## src/rtl/fifo_arb_pkg.sv

```systemverilog
// Shared defaults, state type and index-width helper for the FIFO write arbiter.
package fifo_arb_pkg;

  localparam int unsigned DEF_WIDTH     = 16;
  localparam int unsigned DEF_SIZE_BITS = 5;
  localparam int unsigned DEF_NREQ      = 4;
  localparam int unsigned DEF_MAX_BURST = 8;

  typedef enum logic {
    IDLE  = 1'b0,
    BURST = 1'b1
  } arb_state_e;

  // Bits needed to index n requesters (at least one).
  function automatic int unsigned idx_bits(input int unsigned n);
    return (n > 1) ? $clog2(n) : 1;
  endfunction

endpackage

```

## src/rtl/fifo_wr_arb_rr_pick.sv

```systemverilog
// Combinational round-robin picker: first set request at or after ptr, wrapping.
module rr_pick
  import fifo_arb_pkg::*;
#(
  parameter int unsigned N = DEF_NREQ
) (
  input  logic [N-1:0]           req,
  input  logic [idx_bits(N)-1:0] ptr,
  output logic [idx_bits(N)-1:0] grant,
  output logic                   any
);

  localparam int unsigned IW = idx_bits(N);
  localparam int unsigned SW = IW + 1;

  logic [SW-1:0] pos;

  // Scan offsets from the farthest down so the nearest request to ptr wins.
  always_comb begin
    grant = '0;
    any   = 1'b0;
    pos   = '0;
    for (int i = int'(N) - 1; i >= 0; i--) begin
      pos = {1'b0, ptr} + SW'(i);
      if (pos >= SW'(N)) begin
        pos = pos - SW'(N);
      end
      if (req[pos[IW-1:0]]) begin
        grant = pos[IW-1:0];
        any   = 1'b1;
      end
    end
  end

endmodule

```

## src/rtl/fifo_wr_arb.sv

```systemverilog
// Round-robin burst arbiter feeding the write side of a synchronous FIFO.
module fifo_wr_arb
  import fifo_arb_pkg::*;
#(
  parameter int unsigned WIDTH     = DEF_WIDTH,
  parameter int unsigned SIZE_BITS = DEF_SIZE_BITS,
  parameter int unsigned NREQ      = DEF_NREQ,
  parameter int unsigned MAX_BURST = DEF_MAX_BURST
) (
  input  logic                           clk,
  input  logic                           reset_n,
  input  logic [NREQ-1:0]                req_valid,
  input  logic [NREQ-1:0][WIDTH-1:0]     req_data,
  input  logic [NREQ-1:0]                req_last,
  output logic [NREQ-1:0]                req_ready,
  input  logic                           fifo_full,
  input  logic [SIZE_BITS:0]             fifo_count,
  output logic                           fifo_write,
  output logic [WIDTH-1:0]               fifo_data_in,
  output logic [idx_bits(NREQ)-1:0]      owner,
  output logic                           busy,
  output logic                           burst_err
);

  localparam int unsigned OW   = idx_bits(NREQ);
  localparam int unsigned CW   = SIZE_BITS + 1;
  localparam int unsigned SIZE = 1 << SIZE_BITS;
  localparam int unsigned BW   = $clog2(MAX_BURST + 1);

  arb_state_e    state;
  logic [OW-1:0] rr_ptr;
  logic [BW-1:0] beat_cnt;
  logic [OW-1:0] pick_idx;
  logic          pick_any;
  logic          own_valid;
  logic          near_full;
  logic          accept;
  logic          cap_hit;
  logic          end_burst;
  logic [OW-1:0] next_ptr;

  rr_pick #(.N(NREQ)) u_pick (
    .req   (req_valid),
    .ptr   (rr_ptr),
    .grant (pick_idx),
    .any   (pick_any)
  );

  assign own_valid = req_valid[owner];
  // A write landing this cycle at SIZE-1 fills the FIFO before the next beat could.
  assign near_full = fifo_write && (fifo_count == CW'(SIZE - 1));
  assign accept    = (state == BURST) && req_ready[owner];
  assign cap_hit   = (beat_cnt == BW'(MAX_BURST - 1));
  assign end_burst = accept && (req_last[owner] || cap_hit);
  assign next_ptr  = (owner == OW'(NREQ - 1)) ? '0 : owner + OW'(1);
  assign busy      = (state == BURST);

  always_comb begin
    req_ready = '0;
    if (state == BURST) begin
      req_ready[owner] = own_valid && !fifo_full && !near_full;
    end
  end

  always_ff @(posedge clk or negedge reset_n) begin
    if (!reset_n) begin
      state        <= IDLE;
      rr_ptr       <= '0;
      owner        <= '0;
      beat_cnt     <= '0;
      fifo_write   <= 1'b0;
      fifo_data_in <= '0;
      burst_err    <= 1'b0;
    end else begin
      fifo_write <= accept;
      if (accept) begin
        fifo_data_in <= req_data[owner];
      end
      case (state)
        IDLE: begin
          if (pick_any) begin
            owner    <= pick_idx;
            beat_cnt <= '0;
            state    <= BURST;
          end
        end
        BURST: begin
          if (accept) begin
            beat_cnt <= beat_cnt + BW'(1);
          end
          if (end_burst) begin
            state  <= IDLE;
            rr_ptr <= next_ptr;
            if (!req_last[owner]) begin
              burst_err <= 1'b1;
            end
          end
        end
        default: state <= IDLE;
      endcase
    end
  end

endmodule

```

## config.mk

```make
export PLATFORM = sky130hd
export DESIGN_NAME = fifo_wr_arb
export DESIGN_NICKNAME = d
export VERILOG_FILES = /design/src/rtl/fifo_arb_pkg.sv /design/src/rtl/fifo_wr_arb_rr_pick.sv /design/src/rtl/fifo_wr_arb.sv
export SDC_FILE = /design/constraint.sdc
export NUM_CORES = 1
export LEC_CHECK = 0
export BUFFER_PORTS_ARGS = -buffer_cell sky130_fd_sc_hd__buf_2
export CAP_MARGIN = 10
export CORE_MARGIN = 5
export CORE_UTILIZATION = 43
export DETAILED_ROUTE_END_ITERATION = 10
export HOLD_SLACK_MARGIN = 0.15
export MAX_ROUTING_LAYER = met4
export PLACE_DENSITY = 0.82
export SYNTH_ARGS = -nofsm -noshare
export SYNTH_HDL_FRONTEND = slang
export SYNTH_SLANG_ARGS = --single-unit
```

## constraint.sdc

```tcl
create_clock -name clk -period 3.49 [get_ports clk]
set_input_delay 0.698 -clock clk [delete_from_list [all_inputs] [get_ports clk]]
set_output_delay 0.698 -clock clk [all_outputs]
set_load 0.02 [all_outputs]
```

[After elaboration in Yosys (flattened, before gate mapping)]
Index checks and enable logic that the tools add are counted.
Cells by class
  multiplexer cells: 38
  magnitude comparators: 10
  eq/ne operators: 5
  reductions and logical operators: 13
  add/subtract/negate cells: 9
  bitwise operators: 3
Operators by type and width (number)
  16-bit binary-select mux with 2-bit select: 1
  2-bit 2-to-1 mux: 9
  16-bit 2-to-1 mux: 1
  2-bit by 3-bit < comparator with 1-bit output (second input constant): 5
  1-bit binary-select mux with 2-bit select: 7
  1-bit 2-to-1 mux: 14
  4-bit 2-to-1 mux: 3
  3-bit >= comparator (second input constant): 3
  4-bit case mux with 2 select lines: 1
  2-bit by 1-bit subtractor with 2-bit output (second input constant): 4
  2-bit by 2-bit adder with 3-bit output (second input constant): 2
  6-bit by 5-bit equality test with 1-bit output (second input constant): 1
  1-bit logical AND: 6
  2-bit AND reduction: 3
  4-bit by 1-bit adder with 4-bit output (second input constant): 1
  4-bit bitwise AND: 1
  4-bit by 3-bit equality test with 1-bit output (second input constant): 1
  2-bit by 1-bit adder with 3-bit output (second input constant): 1
  2-bit by 3-bit >= comparator with 1-bit output (second input constant): 1
  3-bit AND reduction: 1
  2-bit by 1-bit adder with 2-bit output (second input constant): 1
  1-bit demux with 2-bit select: 1
  2-bit equality test (second input constant): 1
  2-bit by 1-bit >= comparator with 1-bit output (second input constant): 1
  other kinds (6): 8
Word-level totals
  register bits after elaboration: 27
  input port bits: 81
  word-level logic and storage cells: 85

[Longest topological paths before layout]
  word-level depth: 12
  mapped depth: 9

[Hierarchy]
From an unflattened synthesis, not the netlist that was laid out.
Second synthesis, totals
  cells, all modules: 122
  area total of the unflattened synthesis: 1764.2 µm²
Modules (own cells, without submodules)
  fifo_wr_arb: times used 1, area an instance 1686.6 µm², seq. area each 675.6 µm², cells each 109
  rr_pick: times used 1, area an instance 77.6 µm², seq. area each 0.0 µm², cells each 13

[Worst setup path after synthesis]
No wires, ideal clock.
  path type: register to register
  from: register owner[0]
  to: register fifo_data_in[0]
  stages on the path, launching flop included: 10
  required time: 3365 ps
  setup slack: 662 ps
  buffers on the path: 4
  period minus slack after synthesis: 2828 ps
  data arrival time: 2703 ps
  cell sequence: dfrtp_1 buf_2 buf_2 inv_1 ha_1 mux4_2 and2_4 buf_6 buf_6 mux2_4
On the way
  longest elaborated chain between the ends: 9
RTL lines
  start: declaration: RTL line fifo_wr_arb.sv:20  | output logic [idx_bits(NREQ)-1:0] owner,
  start signal: assignment: RTL line fifo_wr_arb.sv:82  | owner <= pick_idx;
  2-bit by 3-bit < comparator with 1-bit output (not written as such), or another cell as far along: RTL line fifo_wr_arb.sv:61  | req_ready[owner] = own_valid && !fifo_full && !near_full;
  1-bit logical AND / 1-bit 2-to-1 mux (equally long branches): RTL line fifo_wr_arb.sv:61, fifo_wr_arb.sv:49
  1-bit 2-to-1 mux (not written as such) / 1-bit logical AND (equally long branches): RTL line fifo_wr_arb.sv:61
  1-bit demux with 2-bit select / 1-bit logical AND (equally long branches): RTL line fifo_wr_arb.sv:61
  4-bit bitwise AND (no line)
  4-bit 2-to-1 mux: RTL line fifo_wr_arb.sv:60  | if (state == BURST) begin
  1-bit binary-select mux with 2-bit select: RTL line fifo_wr_arb.sv:52  | assign accept = (state == BURST) && req_ready[owner];
  1-bit 2-to-1 mux (not written as such): RTL line fifo_wr_arb.sv:52
  1-bit logical AND: RTL line fifo_wr_arb.sv:52
  end signal: assignment: RTL line fifo_wr_arb.sv:77  | fifo_data_in <= req_data[owner];
  end: declaration: RTL line fifo_wr_arb.sv:19  | output logic [WIDTH-1:0] fifo_data_in,
Several ways; a longest one is shown, not always the timed one. The select of a mux whose other input is x is not followed.
A chain may end at the register's enable or synchronous reset.

[Final worst setup path]
  from: register owner[0]
  to: output port req_ready[1]
On the way
  longest elaborated chain between the ends: 6
RTL lines
  2-bit by 3-bit < comparator with 1-bit output (not written as such), or another cell as far along: RTL line fifo_wr_arb.sv:61
  1-bit logical AND / 1-bit 2-to-1 mux (equally long branches): RTL line fifo_wr_arb.sv:61, fifo_wr_arb.sv:49
  1-bit 2-to-1 mux (not written as such) / 1-bit logical AND (equally long branches): RTL line fifo_wr_arb.sv:61
  1-bit demux with 2-bit select / 1-bit logical AND (equally long branches): RTL line fifo_wr_arb.sv:61
  4-bit bitwise AND (no line) (*)
  4-bit 2-to-1 mux (*): RTL line fifo_wr_arb.sv:60
  end: declaration: RTL line fifo_wr_arb.sv:15  | output logic [NREQ-1:0] req_ready,
Every way passes the cells marked *; elsewhere a longest branch is shown, timed or not. The select of a mux whose other input is x is not followed.

==> out/qor.csv <==
stage,metric,value,unit
drt,remaining_drc_errors,0,
grt,grt_pass1_wl,8150,microns
drt,totalWireLength,4990,microns
timing,worstMarginPinSlew,593,ps
status,status,"complete, no violations",
cells_and_area,final_common_cell,buf_2,
timing,slew_headroom,60.5,%
floorplan,ios,106,
drt,first_iter_violations,52,
logic_synthesis,synth_compound_area_share,5.67,%
critical_path,crit_required,2790,ps
timing,fin_crit,2760,ps
job,maxCapViolCount,0,
cells_and_area,nets,314,
critical_path,crit_fanout,11,
timing,fin_crit_sh,79.1,%
placement,portBuffers,105,
clock_network,cts.repair.resized,0,
timing,grt_setup_unrepaired,false,
placement,dpl.hpwl,4130,microns
cells_and_area,finalNonFillerCells,277,
clock_network,cts_tree,done,
pwr,irDropWorstVdd,0.485,mV
grt,antenna_found_initial,0,
timing,setup_violations,0,
pwr,p_per_area,771,nW/um^2
timing,slew_viol_final,0,
clock_network,clock_sinks,27,
cells_and_area,layout_common_cells,"105 x buf_2, 27 x dfrtp_1, 18 x mux4_2, 14 x mux2_4, 7 x nand2_1",
floorplan,initial_core_util,44.1,%
drt,route.vias.total,1493,
clock_network,clk_latency,270,ps
grt,overflow,0,
floorplan,die_height,74.1,microns
logic_synthesis,synth_cell_type_count,32,
timing,fmax,362,MHz
critical_path,crit_path_end_kind,output pin,
critical_path,crit_type,reg -> out,
cells_and_area,n_antenna_cell,0,
placement,gp_routability_congestion,0.875,
logic_synthesis,seq_area_frac_synth,38.3,%
grt,track_usage,20.1,%
logic_synthesis,synth-seq-cells,27,
logic_synthesis,netlist_area,1770,sq um
worst_hold_path,min_path_type,in -> async,
logic_synthesis,yosys-top-cells-area,"dfrtp_1 38%, mux4_2 23%, mux2_4 12%",
logic_synthesis,yosysTopAreaCell,dfrtp_1,
drt,wire_per_inst,18.0,microns
logic_synthesis,ys_warn_count,0,
critical_path,crit_path_start_kind,flip-flop,
logic_synthesis,syn_area_per_cell,14.4,sq um
timing,fin_skew,6.49,ps
cells_and_area,layout-drive-gt1-share,65.6,%
logic_synthesis,synthXorXnorAreaFrac,0.496,%
cells_and_area,finalInstanceArea,2370,sq um
clock_network,cts-root-buf,clkbuf_8,
logic_synthesis,yosys.area_share.simple,7.23,%
drt,dr.pass1.iters,4,
floorplan,design.die.area,5490,sq um
critical_path,cp_data_arrival_time,2060,ps
floorplan,core,4000,sq um
floorplan,num_rows,23,
placement,dpl_cell_area,2320,sq um
logic_synthesis,synth_top_cell_area_share,38.3,%
logic_synthesis,synth_top_family_by_area,multiplexers,
logic_synthesis,syn_inst,123,
logic_synthesis,muxShareOfSynthArea,40.6,%
timing,hold_slack,417,ps
clock_network,clockBufferDepth,2,
timing,tns,0,ps
drt,viasPerCell,5.39,
timing,final-hold-violation-count,0,
clock_network,cts_made_buffers,3,
cells_and_area,area_delta_synth_final,34.0,%
drt,ant_nets,0,
clock_network,post-cts-setup-buffer-count,0,
placement,dp.cells,273,
grt,grt_max_degree,28,
clock_network,cts_max_level,1,
clock_network,clkTransAtPathRegs,100,ps
clock_network,cts_hold_buf,0,
pwr,p_leak,1.19,nW
logic_synthesis,synth_nets,209,
grt,grt_pass1_vias,1672,
floorplan,die_w,74.1,microns
pwr,power.total,1.82,mW
logic_synthesis,synthAdderAreaFrac,3.54,%
[worst max-delay path, cell delays in order, from the launching register on]
cell      delay, ps
dfrtp_1         670
mux4_2          560
o2111a_2        220
and2_1          180
buf_2           150
[area by class of cell]
cell class,count,area [sq um]
Fill cell,347,1630
Multi-Input combinational cell,83,1020
Sequential cell,27,676
Timing Repair Buffer,107,541
Tap cell,50,62.6
Clock buffer,3,41.3
Inverter,6,22.5
Clock inverter,1,7.51
[through the flow]
stage          setup WS (ps)  util, %
2_1_floorplan            662        -
3_3_place_gp             991     57.9
3_5_place_dp             959     57.9
4_1_cts                  710     59.1
5_1_grt                  586     59.1
6_report                 730     59.1
[cells in the mapped netlist]
master / count
dfrtp_1: 27
mux4_2: 18
mux2_4: 14
nand2_1: 7
inv_1: 6
ha_1: 5
and2_1: 4
mux2_2: 4
nor2_1: 4
buf_6: 3
mux2i_1: 3
nand3_1: 3
o21ai_0: 3
a21oi_1: 2
buf_1: 2
buf_2: 2
a2111oi_0: 1
a21o_1: 1
a221o_1: 1
a32oi_1: 1
a41o_1: 1
and2_4: 1
mux4_1: 1
nand2b_1: 1
nand4b_1: 1
nor2b_1: 1
nor3b_1: 1
nor4b_1: 1
o2111a_2: 1
o211a_1: 1
o31ai_1: 1
xor2_1: 1
[registers in the layout, indices dropped and copies added, names as in the netlist]
signal / cells
fifo_write: 1
owner: 2
fifo_data_in: 16
beat_cnt: 4
burst_err: 1
busy: 1
rr_ptr: 2
[routing by layer]
metal,global-route usage (%),routed length [microns],up-vias
met4,4.63,87,0
met2,34.6,2640,68
li1,-,-,683
met5,-,0,-
met3,4.19,288,12
met1,24.3,1980,730
[worst paths after layout]
kind	startpoint	to	slack (ps)	cells past startpoint
max	owner[0]	req_ready[1]	730	4
min reg2reg	burst_err	burst_err	480	1
min in group clk	burst_err	burst_err	480	1
max reg2reg	owner[0]	rr_ptr[1]	1120	4
min	reset_n	beat_cnt[0]	420	1
max in group asynchronous	reset_n	rr_ptr[1]	2680	1
[logic make-up after synthesis]
family | after synthesis
mux | 40
flops | 27
simple gates | 24
compound gates | 13
buf+inv | 13
fa+ha+maj | 5
xor+xnor | 1
[power breakdown]
group          switching [mW]  internal, mW  leakage (nW)  total [mW]
combinational           0.492         0.552         0.837        1.04
sequential              0.139         0.458         0.327       0.598
clock                   0.101        0.0810        0.0217       0.182
Note: power is estimated with default switching activity, not from simulation.
